### src/rtl/rv_pkg.sv
// Shared RV64I issue-stage definitions: opcodes, ALU op_sel codes, immediate kinds.
package rv_pkg;

  localparam logic [6:0] OPC_OP     = 7'b0110011;
  localparam logic [6:0] OPC_OP_IMM = 7'b0010011;
  localparam logic [6:0] OPC_LUI    = 7'b0110111;
  localparam logic [6:0] OPC_AUIPC  = 7'b0010111;

  localparam logic [3:0] ALU_ADD  = 4'b0000;
  localparam logic [3:0] ALU_SUB  = 4'b1000;
  localparam logic [3:0] ALU_SLL  = 4'b0001;
  localparam logic [3:0] ALU_SLT  = 4'b0010;
  localparam logic [3:0] ALU_SLTU = 4'b0011;
  localparam logic [3:0] ALU_XOR  = 4'b0100;
  localparam logic [3:0] ALU_SRL  = 4'b0101;
  localparam logic [3:0] ALU_SRA  = 4'b1101;
  localparam logic [3:0] ALU_OR   = 4'b0110;
  localparam logic [3:0] ALU_AND  = 4'b0111;

  typedef enum logic [1:0] {
    ImmNone,
    ImmI,
    ImmShamt,
    ImmU
  } imm_type_e;

  // Builds the 64-bit immediate operand for the given immediate kind.
  function automatic logic [63:0] gen_imm(imm_type_e imm_type, logic [31:0] instr);
    logic [63:0] imm;
    case (imm_type)
      ImmI:     imm = {{52{instr[31]}}, instr[31:20]};
      ImmShamt: imm = {58'b0, instr[25:20]};
      ImmU:     imm = {{32{instr[31]}}, instr[31:12], 12'b0};
      default:  imm = '0;
    endcase
    return imm;
  endfunction

endpackage

### src/rtl/rv_skid_buf.sv
// Generic 2-entry valid/ready buffer: an output register plus one skid entry.
module rv_skid_buf #(
  parameter int unsigned Width = 8
) (
  input  logic             clk_i,
  input  logic             rst_n_i,
  input  logic             flush_i,
  input  logic             in_valid_i,
  output logic             in_ready_o,
  input  logic [Width-1:0] in_data_i,
  output logic             out_valid_o,
  input  logic             out_ready_i,
  output logic [Width-1:0] out_data_o
);

  logic             out_valid_q, out_valid_d;
  logic             skid_valid_q, skid_valid_d;
  logic [Width-1:0] out_data_q, out_data_d;
  logic [Width-1:0] skid_data_q, skid_data_d;
  logic             in_fire, out_fire;

  // Ready is purely a flop output: accept whenever the skid slot is free.
  assign in_ready_o  = ~skid_valid_q;
  assign in_fire     = in_valid_i & ~skid_valid_q;
  assign out_fire    = out_valid_q & out_ready_i;
  assign out_valid_o = out_valid_q;
  assign out_data_o  = out_data_q;

  // Next-state: refill the output register from skid first, then from the input.
  always_comb begin
    out_valid_d  = out_valid_q;
    out_data_d   = out_data_q;
    skid_valid_d = skid_valid_q;
    skid_data_d  = skid_data_q;
    if (flush_i) begin
      out_valid_d  = 1'b0;
      skid_valid_d = 1'b0;
    end else if (!out_valid_q || out_fire) begin
      if (skid_valid_q) begin
        out_valid_d  = 1'b1;
        out_data_d   = skid_data_q;
        skid_valid_d = 1'b0;
      end else if (in_fire) begin
        out_valid_d = 1'b1;
        out_data_d  = in_data_i;
      end else begin
        out_valid_d = 1'b0;
      end
    end else if (in_fire) begin
      // Output stalled: the bundle in flight parks in the skid entry.
      skid_valid_d = 1'b1;
      skid_data_d  = in_data_i;
    end
  end

  // State registers with asynchronous clear.
  always_ff @(posedge clk_i or negedge rst_n_i) begin
    if (!rst_n_i) begin
      out_valid_q  <= 1'b0;
      skid_valid_q <= 1'b0;
      out_data_q   <= '0;
      skid_data_q  <= '0;
    end else begin
      out_valid_q  <= out_valid_d;
      skid_valid_q <= skid_valid_d;
      out_data_q   <= out_data_d;
      skid_data_q  <= skid_data_d;
    end
  end

endmodule

### src/rtl/rv_alu_issue.sv
// RV64I execute-stage issue: decodes operands/op_sel and registers them for the ALU.
module rv_alu_issue
  import rv_pkg::*;
#(
  parameter int unsigned XLEN = 64
) (
  input  logic            clk_i,
  input  logic            rst_n_i,
  input  logic            flush_i,
  input  logic            in_valid_i,
  output logic            in_ready_o,
  input  logic [31:0]     instr_i,
  input  logic [XLEN-1:0] pc_i,
  input  logic [XLEN-1:0] rs1_data_i,
  input  logic [XLEN-1:0] rs2_data_i,
  output logic            out_valid_o,
  input  logic            out_ready_i,
  output logic [XLEN-1:0] op1_o,
  output logic [XLEN-1:0] op2_o,
  output logic [3:0]      op_sel_o,
  output logic            illegal_o,
  output logic [XLEN-1:0] pc_o
);

  localparam int unsigned PayloadW = 3 * XLEN + 4 + 1;

  logic [6:0]          opcode;
  logic [2:0]          funct3;
  logic [6:0]          funct7;
  logic                dec_legal;
  logic [XLEN-1:0]     dec_op1, dec_op2;
  logic [3:0]          dec_sel;
  imm_type_e           imm_type;
  logic [PayloadW-1:0] in_payload, out_payload;

  assign opcode = instr_i[6:0];
  assign funct3 = instr_i[14:12];
  assign funct7 = instr_i[31:25];

  // Combinational decode; illegal encodings collapse to a zeroed ADD bundle.
  always_comb begin
    dec_legal = 1'b0;
    dec_op1   = '0;
    dec_op2   = '0;
    dec_sel   = ALU_ADD;
    imm_type  = ImmNone;
    case (opcode)
      OPC_OP: begin
        dec_legal = (funct7 == 7'b0000000) ||
                    ((funct7 == 7'b0100000) && ((funct3 == 3'b000) || (funct3 == 3'b101)));
        dec_op1   = rs1_data_i;
        // The ALU shifts by the whole op2, so register shifts must be masked here.
        dec_op2   = (funct3[1:0] == 2'b01) ? {58'b0, rs2_data_i[5:0]} : rs2_data_i;
        dec_sel   = {funct7[5], funct3};
      end
      OPC_OP_IMM: begin
        dec_legal = 1'b1;
        dec_op1   = rs1_data_i;
        dec_sel   = {1'b0, funct3};
        imm_type  = ImmI;
        if (funct3 == 3'b001) begin
          imm_type  = ImmShamt;
          dec_legal = (instr_i[31:26] == 6'b000000);
        end else if (funct3 == 3'b101) begin
          imm_type   = ImmShamt;
          dec_legal  = (instr_i[31:26] == 6'b000000) || (instr_i[31:26] == 6'b010000);
          dec_sel[3] = instr_i[30];
        end
        dec_op2 = gen_imm(imm_type, instr_i);
      end
      OPC_LUI: begin
        dec_legal = 1'b1;
        imm_type  = ImmU;
        dec_op2   = gen_imm(imm_type, instr_i);
      end
      OPC_AUIPC: begin
        dec_legal = 1'b1;
        imm_type  = ImmU;
        dec_op1   = pc_i;
        dec_op2   = gen_imm(imm_type, instr_i);
      end
      default: ;
    endcase
    if (!dec_legal) begin
      dec_op1 = '0;
      dec_op2 = '0;
      dec_sel = ALU_ADD;
    end
  end

  assign in_payload = {pc_i, dec_op1, dec_op2, dec_sel, ~dec_legal};

  rv_skid_buf #(
    .Width(PayloadW)
  ) u_skid_buf (
    .clk_i      (clk_i),
    .rst_n_i    (rst_n_i),
    .flush_i    (flush_i),
    .in_valid_i (in_valid_i),
    .in_ready_o (in_ready_o),
    .in_data_i  (in_payload),
    .out_valid_o(out_valid_o),
    .out_ready_i(out_ready_i),
    .out_data_o (out_payload)
  );

  assign {pc_o, op1_o, op2_o, op_sel_o, illegal_o} = out_payload;

endmodule

### config.mk
export PLATFORM = sky130hd
export DESIGN_NAME = rv_alu_issue
export DESIGN_NICKNAME = d
export VERILOG_FILES = /design/src/rtl/rv_pkg.sv /design/src/rtl/rv_skid_buf.sv /design/src/rtl/rv_alu_issue.sv
export SDC_FILE = /design/constraint.sdc
export NUM_CORES = 1
export LEC_CHECK = 0
export CORE_MARGIN = 5
export CORE_UTILIZATION = 55
export DETAILED_ROUTE_END_ITERATION = 10
export PLACE_DENSITY_LB_ADDON = 0.25
export SKIP_LAST_GASP = 1
export SYNTH_ARGS = -nofsm -noshare
export SYNTH_HDL_FRONTEND = slang
export SYNTH_SLANG_ARGS = --single-unit
### constraint.sdc
create_clock -name clk_i -period 2.99 [get_ports clk_i]
set_input_delay 0.598 -clock clk_i [delete_from_list [all_inputs] [get_ports clk_i]]
set_output_delay 0.598 -clock clk_i [all_outputs]
set_load 0.03 [all_outputs]
* Word-level counts from Yosys, hierarchy flattened
Index checks and enable logic that the tools add are counted.
** Word-level totals
- Register bits after elaboration :: 396
- Bits in latches :: 0
- Bits in writable memories :: 0
- Bits in read-only memories :: 0
- Bits of input ports :: 229
- Logic and storage cells :: 63
- Memories :: 0
** Operators by class
- Add/subtract/negate cells :: 0
- Multipliers :: 0
- Div/mod/pow operators :: 0
- Order comparisons :: 0
- Equality and inequality tests :: 12
- Shift-type cells :: 0
- Muxes and demuxes :: 25
- Bitwise operators :: 6
- Reductions and logical operators :: 16
** Operator list (count)
- 2-to-1 mux 197 bit :: 2
- case mux 64 bit (3 select lines) :: 2
- 2-to-1 mux 64 bit :: 3
- case mux 64 bit (2 select lines) :: 1
- == test 7 x 6 -> 1 bit, second input constant :: 3
- == test 7 x 5 -> 1 bit, second input constant :: 2
- 2-to-1 mux 1 bit :: 11
- case mux 4 bit (2 select lines) :: 1
- logical NOT 7 bit :: 1
- == test 6 x 5 -> 1 bit, second input constant :: 1
- logical NOT 6 bit :: 1
- 2-to-1 mux 2 bit :: 3
- AND reduction 3 bit :: 2
- == test 2 x 1 -> 1 bit, second input constant :: 2
- == test 2 bit, second input constant :: 2
- logical OR 1 bit :: 4
- 2-to-1 mux 4 bit :: 1
- NOT 1 bit :: 4
- nonzero test 2 bit :: 2
- OR reduction 2 bit :: 2
- == test 3 x 1 -> 1 bit, second input constant :: 1
- == test 3 bit, second input constant :: 1
- logical NOT 3 bit :: 1
- case mux 1 bit (3 select lines) :: 1
- 4 further kinds :: 5

* Longest topological paths before layout
Gate-level depths: netlist (run 1).
- Depth in word-level cells :: 10
- Depth in mapped cells :: 8
- Mapped depth without buffers :: 5

* Cells and area by module
A second synthesis (run 1) with hierarchy kept.
** Unflattened totals
- Cells, all modules :: 1388
- Area total of the unflattened synthesis :: 18885.6 um^2
** Modules (own cells, without submodules)
- rv_skid_buf :: instances 1, cells each 1060, area an instance 17072.6 um^2, seq. area each 9909.5 um^2
- rv_alu_issue :: instances 1, cells each 328, area an instance 1813.0 um^2, seq. area each 0.0 um^2

* Least setup slack after synthesis (run 1)
Ideal clock, no wire load.
- Path type :: input to register
- From :: input instr_i[3]
- To :: register u_skid_buf.skid_data_q[1]
- Setup time :: 0.066 ns
- Arrival time :: 1.895 ns
- Required time :: 2.924 ns
- Setup slack :: 1.028 ns
- Cell stages on the path :: 7
- Buffers on the path :: 3
- Path through :: nand4b_1 > or2_1 > clkbuf_1 > buf_2 > buf_2 > nor4_1 > a22o_1
** Between the ends
- Longest elaborated chain between the ends :: 4
- Elaborated cells between the ends (all ways) :: 8
- Classes of those cells :: eq/ne: 4; mux: 3; reduce/logical: 1
** Ends and longest elaborated chain
- start, declared :: RTL line rv_alu_issue.sv:12 : input logic [31:0] instr_i,
- == test 7 x 5 -> 1 bit or == test 7 x 6 -> 1 bit (tied branches) :: RTL line rv_alu_issue.sv:47 : case (opcode)
- OR reduction 2 bit (no line)
- case mux 1 bit (3 select lines) :: RTL line rv_alu_issue.sv:47
- 2-to-1 mux 4 bit * :: RTL line rv_alu_issue.sv:84 : if (!dec_legal) begin
- end signal, assigned :: RTL line rv_skid_buf.sv:67 : skid_data_q <= skid_data_d;
- end, declared :: RTL line rv_skid_buf.sv:19 : logic [Width-1:0] skid_data_q, skid_data_d;
Mark *: on every way between the ends. The rest lies on a longest branch, timed or not.
A chain may end at the register's enable or synchronous reset.

* Worst setup path after layout (run 1)
- From :: register u_skid_buf.skid_valid_q
- To :: output in_ready_o
** Between the ends
- Longest elaborated chain between the ends :: 1
** Ends and longest elaborated chain
- start, declared :: RTL line rv_skid_buf.sv:17 : logic skid_valid_q, skid_valid_d;
- start signal, assigned :: RTL line rv_skid_buf.sv:65 : skid_valid_q <= skid_valid_d;
- NOT 1 bit :: RTL line rv_skid_buf.sv:23 : assign in_ready_o = ~skid_valid_q;
- end, declared :: RTL line rv_alu_issue.sv:11 : output logic in_ready_o,
Every way passes these cells.

==> results of run 1 <==
## cells in the mapped netlist, types with 2 or more instances
library cell	number	area [um2]
dfrtp_1	396	9910
nand2_1	392	1471
a21oi_1	212	1061
nor2_1	115	431.7
clkbuf_1	91	341.6
o31ai_1	80	600.6
mux2i_1	75	750.7
and3_1	70	437.9
a22o_1	68	595.6
a32oi_1	65	569.3
buf_2	62	310.3
o21ai_0	61	305.3
nand3_1	59	295.3
o31ai_2	25	312.8
buf_1	21	78.83
o221ai_1	16	140.1
a221oi_1	11	96.34
o21ai_1	11	55.05
a22oi_1	8	60.06
buf_6	8	90.09
o21ai_2	8	70.07
buf_4	7	52.55
a31oi_1	5	31.28
nor2b_1	4	25.02
inv_1	3	11.26
a21o_1	2	15.01
and2_1	2	12.51
nand2b_1	2	12.51
nand3_2	2	20.02
nor3_1	2	10.01
nor3_2	2	20.02
or2_1	2	12.51
or3_1	2	12.51
## worst max-delay path: cells and delay by family, from the launching register on
| family | cells | cell delay (ns) |
|---|---|---|
| buffers and inverters | 2 | 0.78 |
| flip-flops | 1 | 0.54 |
## stage by stage
| step | area [um2] | hold WS [ns] | util | power, W |
|---|---|---|---|---|
| after global routing | 24270 | 0.02491 | 0.7292 | 0.01458 |
| after global placement | 22970 | 0.4514 | 0.6902 | 0.009086 |
| after detailed placement | 22970 | 0.4592 | 0.6902 | 0.009163 |
| after CTS | 24260 | 0.01691 | 0.7291 | 0.01408 |
| after floorplan | 18400 | 0.3024 | - | 0.007679 |
| final | 24270 | -0.002266 | 0.7292 | 0.01401 |
## how the worst min path moves through the flow
| stage | start | endpoint | slack, ns |
|---|---|---|---|
| CTS | rst_n_i | u_skid_buf.out_data_o[21] | 0.02 |
| floorplan | rst_n_i | u_skid_buf.out_data_o[0] | 0.30 |
| detailed placement | u_skid_buf.skid_data_q[30] | u_skid_buf.skid_data_q[30] | 0.46 |
| global route | rst_n_i | u_skid_buf.out_data_o[21] | 0.02 |
| finish | rst_n_i | u_skid_buf.out_data_o[21] | -0.002 |
| global placement | u_skid_buf.skid_data_q[39] | u_skid_buf.skid_data_q[39] | 0.45 |
## power by group
part	internal [W]	switching, W	leakage (nW)	total (W)
logic	0.00116	0.00173	4.71	0.00289
registers	0.00589	0.000315	5.18	0.00620
clock network	0.00282	0.00210	0.634	0.00492
total	0.00986	0.00414	10.5	0.0140
## cell type report
class                           instances  area [um2]  share of cell area
Clock inverter                         13       80.08            0.003299
Sequential cell                       396        9913              0.4085
Antenna cell                            2       5.005           0.0002062
Tap cell                              448       560.5             0.02310
Multi-Input combinational cell       1314        7634              0.3145
Timing Repair Buffer                  470        4847              0.1997
Clock buffer                           61        1214             0.05001
Inverter                                4       16.27           0.0006702
## sequential cells by signal (all words and copies together) (netlist names)
name and flops:
u_skid_buf.out_data_o 197, u_skid_buf.skid_valid_q 1, u_skid_buf.out_valid_o 1, u_skid_buf.skid_data_q 197
## cell families (layout without fill, tap and decap cells)
family / after synthesis / count (layout) / share of synthesized area
mux: 75 / 75 / 0.04080
buf+inv: 193 / 548 / 0.04828
simple gates: 662 / 662 / 0.1553
compound gates: 577 / 577 / 0.2171
flops: 396 / 396 / 0.5386
other cells: 0 / 2 / 0
## routing by layer
| metal | global-route usage | wire length [um] | vias to the layer above | part of all wire |
|---|---|---|---|---|
| li1 | - | - | 7439 | - |
| met4 | 0.1092 | 2375 | 2 | 0.041 |
| met1 | 0.4077 | 22690 | 8222 | 0.39 |
| met5 | 0 | 7 | - | 0.00012 |
| met2 | 0.4904 | 27800 | 826 | 0.48 |
| met3 | 0.05988 | 5110 | 136 | 0.088 |
==> impl_metrics.toml, run 1 <==
[drt]
drc = 0
vias = 16630
route.detailed.vias_per_inst = 6.139
wirelength_mm = 57.98
wl_per_cell_um = 21.41
antenna_left = 0
firstDrtPassIters = 5
drt_first_iter_violations = 1578

[yosys]
yosysUniqueCellTypes = 47
syn_area_per_cell_um2 = 9.669
ys_warn_count = 0
synth_area_um2 = 18400
ys.flop_type = "dfrtp_1"
ys_seq_area_frac = 0.5386
synthCells = 1903
synth_nets = 2132
ys_seq_elements = 396
synth_edf_count = 0
synthArstFlopShare = 1.000

[layout]
drive_gt1_frac = 0.07307
layout.cells.most_common_list = "clkdlybuf4s50_1 (420), dfrtp_1 (395), nand2_1 (390)"
stdcell_count = 2708
fillCellCount = 2407
finalNetCount = 2456
final_common_cell = "clkdlybuf4s50_1"
area_delta_synth_final_pct = 31.90

[timing]
finalSetupTns_ns = 0
slew_headroom = 0.4364
final.setup_skew_ns = 0.009390
fin_crit_ns = 2.447
fin_ws_ns = 0.5427
whs_ns = -0.002266
period_share = 0.8185
finalHoldViolations = 1
tightest_slew_ns = 0.8454
finalSetupViolCount = 0
rsz0062_at_grt = "false"
maxSlewViolCount = 0
max_freq_ghz = 0.4086

[placed_design]
pre_cts_ws_ns = 0.1228
port_buffers = 422
dp_hpwl_mm = 37.09
dp.cells = 2632
gp_congestion = 0.8579

[global_route]
grt-ovfl-total = 0
grt_pass1_vias = 16540
grt_max_degree = 129
grt.total_usage = 0.3018
antenna_found_initial = 3
grt_pass1_wl_mm = 90.48

[floorplanning]
fp.dieW_um = 192.9
die_y_um = 192.9
io-pin-count = 428
rows = 67
core-area_um2 = 33280
dieArea_um2 = 37210
initial_core_util = 0.5529

[worst_setup_path]
r2r-start = "u_skid_buf.out_valid_o"
crit_type = "reg -> out"
crit_end = "in_ready_o"
cpMaxStageDelayCell = "clkdlybuf4s50_1"
slowest_delay_ns = 0.67
r2r_setup_slack_ns = 0.91
rr_worst_depth = 5
cp_data_required_time_ns = 2.39
crit_fanout = 7
arrival_ns = 1.85
cp-startpoint = "u_skid_buf.skid_valid_q"
r2r-end = "u_skid_buf.skid_data_q[26]"
crit_chain = "inv_1 -> clkdlybuf4s50_1"
start_kind = "flip-flop"
endpoint_kind = "output pin"

[power]
leakage_nw = 10.53
ir_drop_mv = 0.5447
powerDensity_nw_per_um2 = 577.2

[clock_network]
numCtsBuffers = 41
cts_sinks = 396
post_cts_resized = 0
cts_buffer_depth = 3
cts_tree = "yes"
clock_latency_ns = 0.52
path_clk_slew_ns = 0.06
clockRootBuffer = "clkbuf_16"
postCtsSetupBuffers = 0
h-tree-depth = 2
cts_hold_repair.buffers = 0

[min_path]
hold_class = "in -> async"

[outcome]
failed_checks = "hold timing"
outcome = "complete, but fails checks"

[job]
cap_viol_max_count = 0
(Power assumes the default switching activity.)
==> inputs of run 2 (changes only) <==
CORE_UTILIZATION = 51   (was 55)
clock period = 2.5 ns   (was 2.99 ns; I/O delays follow)
==> run 2 against run 1 <==
- the flow now finishes without violations
- clock skew increased by 0.0067 ns
- sequential power increased by 20%
- combinational power increased by 22%
- global-route usage decreased by 0.94 points
- flip-flop and latch count unchanged
- routed wire length increased by 3.9%
==> impl_metrics.toml, run 2 (synthesized netlist as in run 1, its figures left out) <==
[global_route]
grt_pass1_wl_mm = 93.99
grt.total_usage = 0.2925
grt_max_degree = 95
grt_pass1_vias = 17060
antenna_found_initial = 5
grt-ovfl-total = 0

[placed_design]
gp_congestion = 0.8706
port_buffers = 422
place_area_um2 = 23680
dp_hpwl_mm = 40.04
pre_cts_ws_ns = -0.03415

[job]
cap_viol_max_count = 0

[timing]
tightest_slew_ns = 0.6751
finalSetupViolCount = 0
finalHoldViolations = 0
slew_headroom = 0.5500
rsz0062_at_grt = "false"
maxSlewViolCount = 0
final.setup_skew_ns = 0.01606
fin_crit_ns = 2.226
fin_ws_ns = 0.2740
max_freq_ghz = 0.4492
period_share = 0.8904

[clock_network]
cts_sinks = 396
cts_buffer_depth = 3
h-tree-depth = 2
postCtsSetupBuffers = 0
clockRootBuffer = "clkbuf_16"
cts_tree = "yes"
path_clk_slew_ns = 0.06
numCtsBuffers = 43
clock_latency_ns = 0.55

[power]
powerDensity_nw_per_um2 = 685.7
seqPwrFrac = 0.432
ir_drop_mv = 0.5400
clockPowerShare = 0.362
switching_share = 0.2923
switchingPower_w = 0.005022
p_total_w = 0.01718
intPower_w = 0.01216
leakage_nw = 10.97
power_frac_comb = 0.206

[floorplanning]
die_y_um = 199.9
core-area_um2 = 35570
io-pin-count = 428
initial_core_util = 0.5173
dieArea_um2 = 39980
fp.dieW_um = 199.9
rows = 69

[layout]
final_common_cell = "clkdlybuf4s50_1"
fillCellCount = 2642
layout.cells.most_common_list = "clkdlybuf4s50_1 (419), dfrtp_1 (395), nand2_1 (390)"
area_delta_synth_final_pct = 36.20
final_util = 0.7046
final_cell_area_um2 = 25060
drive_gt1_frac = 0.09849
finalNetCount = 2524

[drt]
drt_first_iter_violations = 1359
vias = 16780
wl_per_cell_um = 21.58
antenna_left = 0
drc = 0
firstDrtPassIters = 7
route.detailed.vias_per_inst = 6.009
wirelength_mm = 60.25

[worst_setup_path]
start_kind = "flip-flop"
crit_fanout = 29
endpoint_kind = "output pin"
crit_type = "reg -> out"
arrival_ns = 1.73
cp_data_required_time_ns = 2.00

[outcome]
outcome = "completed"

[min_path]
hold_class = "in -> async"
## run 2: cell count changes in the layout (fill, tap and decap cells not counted), sizes merged
cell | previous run | this run
buf | 50 | 115
diode | 2 | 6
clkbuf | 61 | 64
clkinvlp | 3 | 0
bufinv | 0 | 2
clkdlybuf4s50 | 420 | 419
dlygate4sd2 | 0 | 1
dlygate4sd3 | 0 | 1
inv | 4 | 3
## run 2: critical path, stage by stage (launching register included)
cell           delay [ns]
dfrtp_4              0.64
inv_1                0.13
dlygate4sd2_1        0.41
## run 2: final cells by class
type / instances / area [um2] / area share
clock inverters: 11 / 105.1 / 0.004194
diodes: 6 / 15.01 / 0.0005991
inverters: 4 / 16.27 / 0.0006490
clock buffers: 64 / 1257 / 0.05017
multi-input cells: 1314 / 7634 / 0.3046
flip-flops and latches: 396 / 9913 / 0.3956
repair buffers: 536 / 5544 / 0.2212
well taps: 461 / 576.8 / 0.02302
## run 2: repair_timing
action                     CTS  global route
resized for setup            1             0
hold endpoints to repair    38             0
hold buffers                 1             0
setup endpoints to repair    1             0
## run 2: layer usage
layer  GRT usage  part of all wire  up-vias
li1            -                 -     7568
met1      0.3909              0.40     8329
met2      0.4780              0.48      722
met5           0           0.00022        -
met4      0.1200             0.046        2
met3     0.05086             0.074      156
## run 2: power groups by stage
stage,logic [W],clock network (W),registers (W)
floorplan,0.000997,0,0.00819
global placement,0.00347,0,0.00749
detailed placement,0.00354,0,0.00752
CTS,0.00356,0.00632,0.00742
global route,0.00379,0.00658,0.00750
finish,0.00353,0.00622,0.00743
## run 2: worst paths after layout
kind	start	to	slack, ns	cells past startpoint
worst min-delay path	rst_n_i	u_skid_buf.out_data_o[20]	0.45	2
worst max-delay path	u_skid_buf.skid_valid_q	in_ready_o	0.27	2
worst max register to register	u_skid_buf.skid_valid_q	u_skid_buf.out_data_o[44]	0.29	5
worst min register to register	u_skid_buf.skid_data_q[19]	u_skid_buf.skid_data_q[19]	0.47	2
min in group clk_i	u_skid_buf.skid_data_q[19]	u_skid_buf.skid_data_q[19]	0.47	2
max in group asynchronous	rst_n_i	u_skid_buf.out_data_o[11]	1.20	3
## run 2: through the flow
| step | hold slack [ns] | cells | TNS (ns) |
|---|---|---|---|
| after floorplan | 0.2044 | 1903 | 0 |
| after global placement | 0.4487 | 2710 | 0 |
| after detailed placement | 0.4497 | 2710 | -0.1724 |
| after CTS | 0.4649 | 2786 | 0 |
| after global routing | 0.4716 | 2790 | 0 |
| final | 0.4482 | 2792 | 0 |
==> inputs of run 3 (changes only) <==
ABC_AREA = 1   (was unset)
CORE_UTILIZATION = 47   (was 51)
clock period = 1.8 ns   (was 2.5 ns; I/O delays follow)
==> run 3 against run 2 <==
- total power increased by 40%
- die area increased by 17%
- via count rose by 22%
- routed wire length grew 16%
- global-route usage hardly changed
- area after synthesis increased by 8.6%
- register-to-register slack worse by 0.14 ns
==> impl_metrics.toml, run 3 <==
[clock_network]
numCtsBuffers = 44
cts_sinks = 396
cts_tree = "yes"
h-tree-depth = 2
clockRootBuffer = "clkbuf_16"
clock_latency_ns = 0.59
cts_buffer_depth = 3
path_clk_slew_ns = 0.06

[yosys]
yosysUniqueCellTypes = 24
synthArstFlopShare = 1.000
synth.area.top_cells = "dfrtp_1 (50%), nand2_1 (16%), nand3_1 (7.2%), o21ai_0 (4.8%), nor2_1 (4.6%)"
synth_commonest_cells = "nand2_1 (837), dfrtp_1 (396), nand3_1 (289), nor2_1 (245), o21ai_0 (190)"
synth_edf_count = 0
yosysTopAreaCell = "dfrtp_1"
ys_seq_elements = 396
synth_most_common_cell = "nand2_1"
synth_area_um2 = 19970
yosysTopAreaCellShare = 0.4961
ys_warn_count = 0
ys.flop_type = "dfrtp_1"
synthCells = 2708
ys_seq_area_frac = 0.4961
syn_area_per_cell_um2 = 7.376
synth_nets = 2937

[layout]
area_delta_synth_final_pct = 35.96
fillCellCount = 3609
seqCellArea_um2 = 9911
final_cell_area_um2 = 27160
finalNetCount = 3337
final_common_cell = "nand2_1"
drive_gt1_frac = 0.09018
multi_input_area_um2 = 8496
layout.cells.most_common_list = "nand2_1 (834), dfrtp_1 (395), nand3_1 (289)"

[global_route]
grt.total_usage = 0.2921
antenna_found_initial = 12
grt_util_met1 = 0.3941
grt_max_degree = 92
grt-ovfl-total = 0
use_met3 = 0.06559
use_met2 = 0.4642
top_usage_layer = "met2"
grt_pass1_wl_mm = 111.4
grt_pass1_vias = 20220

[worst_setup_path]
cp_top_family = "flip-flops"
cpMaxStageDelayCell = "dfrtp_1"
crit_type = "reg -> out"
start_kind = "flip-flop"
cp_data_required_time_ns = 1.44
crit_chain = "clkdlybuf4s15_1"
crit_buf_inv = 1
crit_fanout = 2
arrival_ns = 1.42
slowest_delay_ns = 0.43
r2r-start = "u_skid_buf.skid_valid_q"
endpoint_kind = "output pin"
cp-startpoint = "u_skid_buf.out_data_o[87]"

[timing]
max_freq_ghz = 0.5610
final.setup_skew_ns = 0.02779
slew_headroom = 0.6786
tightest_slew_ns = 0.4821
finalSetupViolCount = 0
period_share = 0.9903
rsz0062_at_grt = "true"
fin_crit_ns = 1.783
finalHoldViolations = 0
maxSlewViolCount = 0
finalSetupTns_ns = 0

[placed_design]
port_buffers = 422
dp_hpwl_mm = 47.52
gp_congestion = 0.9241
place_area_um2 = 25800

[job]
cap_viol_max_count = 0

[drt]
drt_first_iter_violations = 2255
wl_per_cell_um = 18.91
vias = 20430
route.detailed.vias_per_inst = 5.545
firstDrtPassIters = 6
antenna_left = 0
wirelength_mm = 69.67
drc = 0

[power]
powerDensity_nw_per_um2 = 883.3
switchingPower_w = 0.007085
clockPowerShare = 0.384
switching_share = 0.2954
intPower_w = 0.01690
ir_drop_mv = 0.6880
seqPwrFrac = 0.426
leakage_nw = 14.85
power_frac_comb = 0.190

[floorplanning]
core-area_um2 = 42040
fp.dieW_um = 216.2
dieArea_um2 = 46720
io-pin-count = 428
initial_core_util = 0.4751
die_y_um = 216.2
rows = 75

[outcome]
outcome = "completed"

[min_path]
hold_class = "in -> async"
==> run 3: cell types whose count changed after synthesis, sizes merged, moves of 26 or more <==
cell	before	now
a22o	68	0
clkbuf	91	117
nand2	392	840
inv	4	176
or2	2	39
a21oi	213	84
nand4	1	66
nand3	62	289
mux2i	75	0
and3	70	0
a32oi	65	0
o21ai	80	350
nor2	116	249
o31ai	105	0
==> run 3: repair_timing <==
item	4_1_cts	5_1_grt
buffers inserted	3	0
hold buffers	1	0
endpoints found under the setup margin	198	18
gates cloned	2	0
resized for setup	210	20
endpoints found under the hold margin	32	0
==> run 3: power by group through the flow <==
stage,Combinational [W],Sequential [W],Clock [W]
global placement,0.00477,0.0103,0
detailed placement,0.00484,0.0104,0
CTS,0.00457,0.0102,0.00935
finish,0.00455,0.0102,0.00921
floorplan,0.00147,0.0112,0
global route,0.00494,0.0103,0.00972
==> run 3: metal layers <==
layer | wire [um] | part of all wire
met5 | 72 | 0.0010
met4 | 2386 | 0.034
met3 | 6085 | 0.087
met2 | 32500 | 0.47
met1 | 28630 | 0.41
==> run 3: worst paths after layout <==
path | end | slack, ns | cells after the start
setup / recovery | op1_o[18] | 0.02 | 1
hold reg to reg | u_skid_buf.out_data_o[111] | 0.48 | 2
min in group clk_i | u_skid_buf.skid_data_q[156] | 0.36 | 3
setup reg to reg | u_skid_buf.out_data_o[185] | 0.15 | 7
hold / removal | u_skid_buf.skid_data_q[162] | 0.31 | 2
max in group asynchronous | u_skid_buf.out_data_o[83] | 0.72 | 3
==> run 3: cells by family after synthesis <==
| logic type | share of synthesized area |
|---|---|
| flops | 0.4961 |
| simple gates | 0.3134 |
| buf+inv | 0.08087 |
| compound gates | 0.1096 |
==> run 3: metrics by stage <==
stage / std cells / setup slack (ns) / hold WS (ns) / utilization / power [W]
CTS: 3677 / -0.03447 / 0.2967 / 0.6456 / 0.02413
global route: 3684 / -0.03711 / 0.3177 / 0.6459 / 0.02497
global placement: 3595 / -0.4164 / 0.3286 / 0.6138 / 0.01510
detailed placement: 3595 / -0.4469 / 0.3281 / 0.6138 / 0.01520
floorplan: 2708 / 0.04463 / 0.06441 / - / 0.01263
finish: 3685 / 0.01740 / 0.3101 / 0.6460 / 0.02399
==> run 3: area by class of cell <==
cell class | count | area share
Clock buffer | 64 | 0.04773
Timing Repair Buffer | 567 | 0.2178
Multi-Input combinational cell | 1922 | 0.3128
Sequential cell | 396 | 0.3650
Antenna cell | 8 | 0.0007372
Clock inverter | 12 | 0.006082
Inverter | 177 | 0.02502
Tap cell | 539 | 0.02483
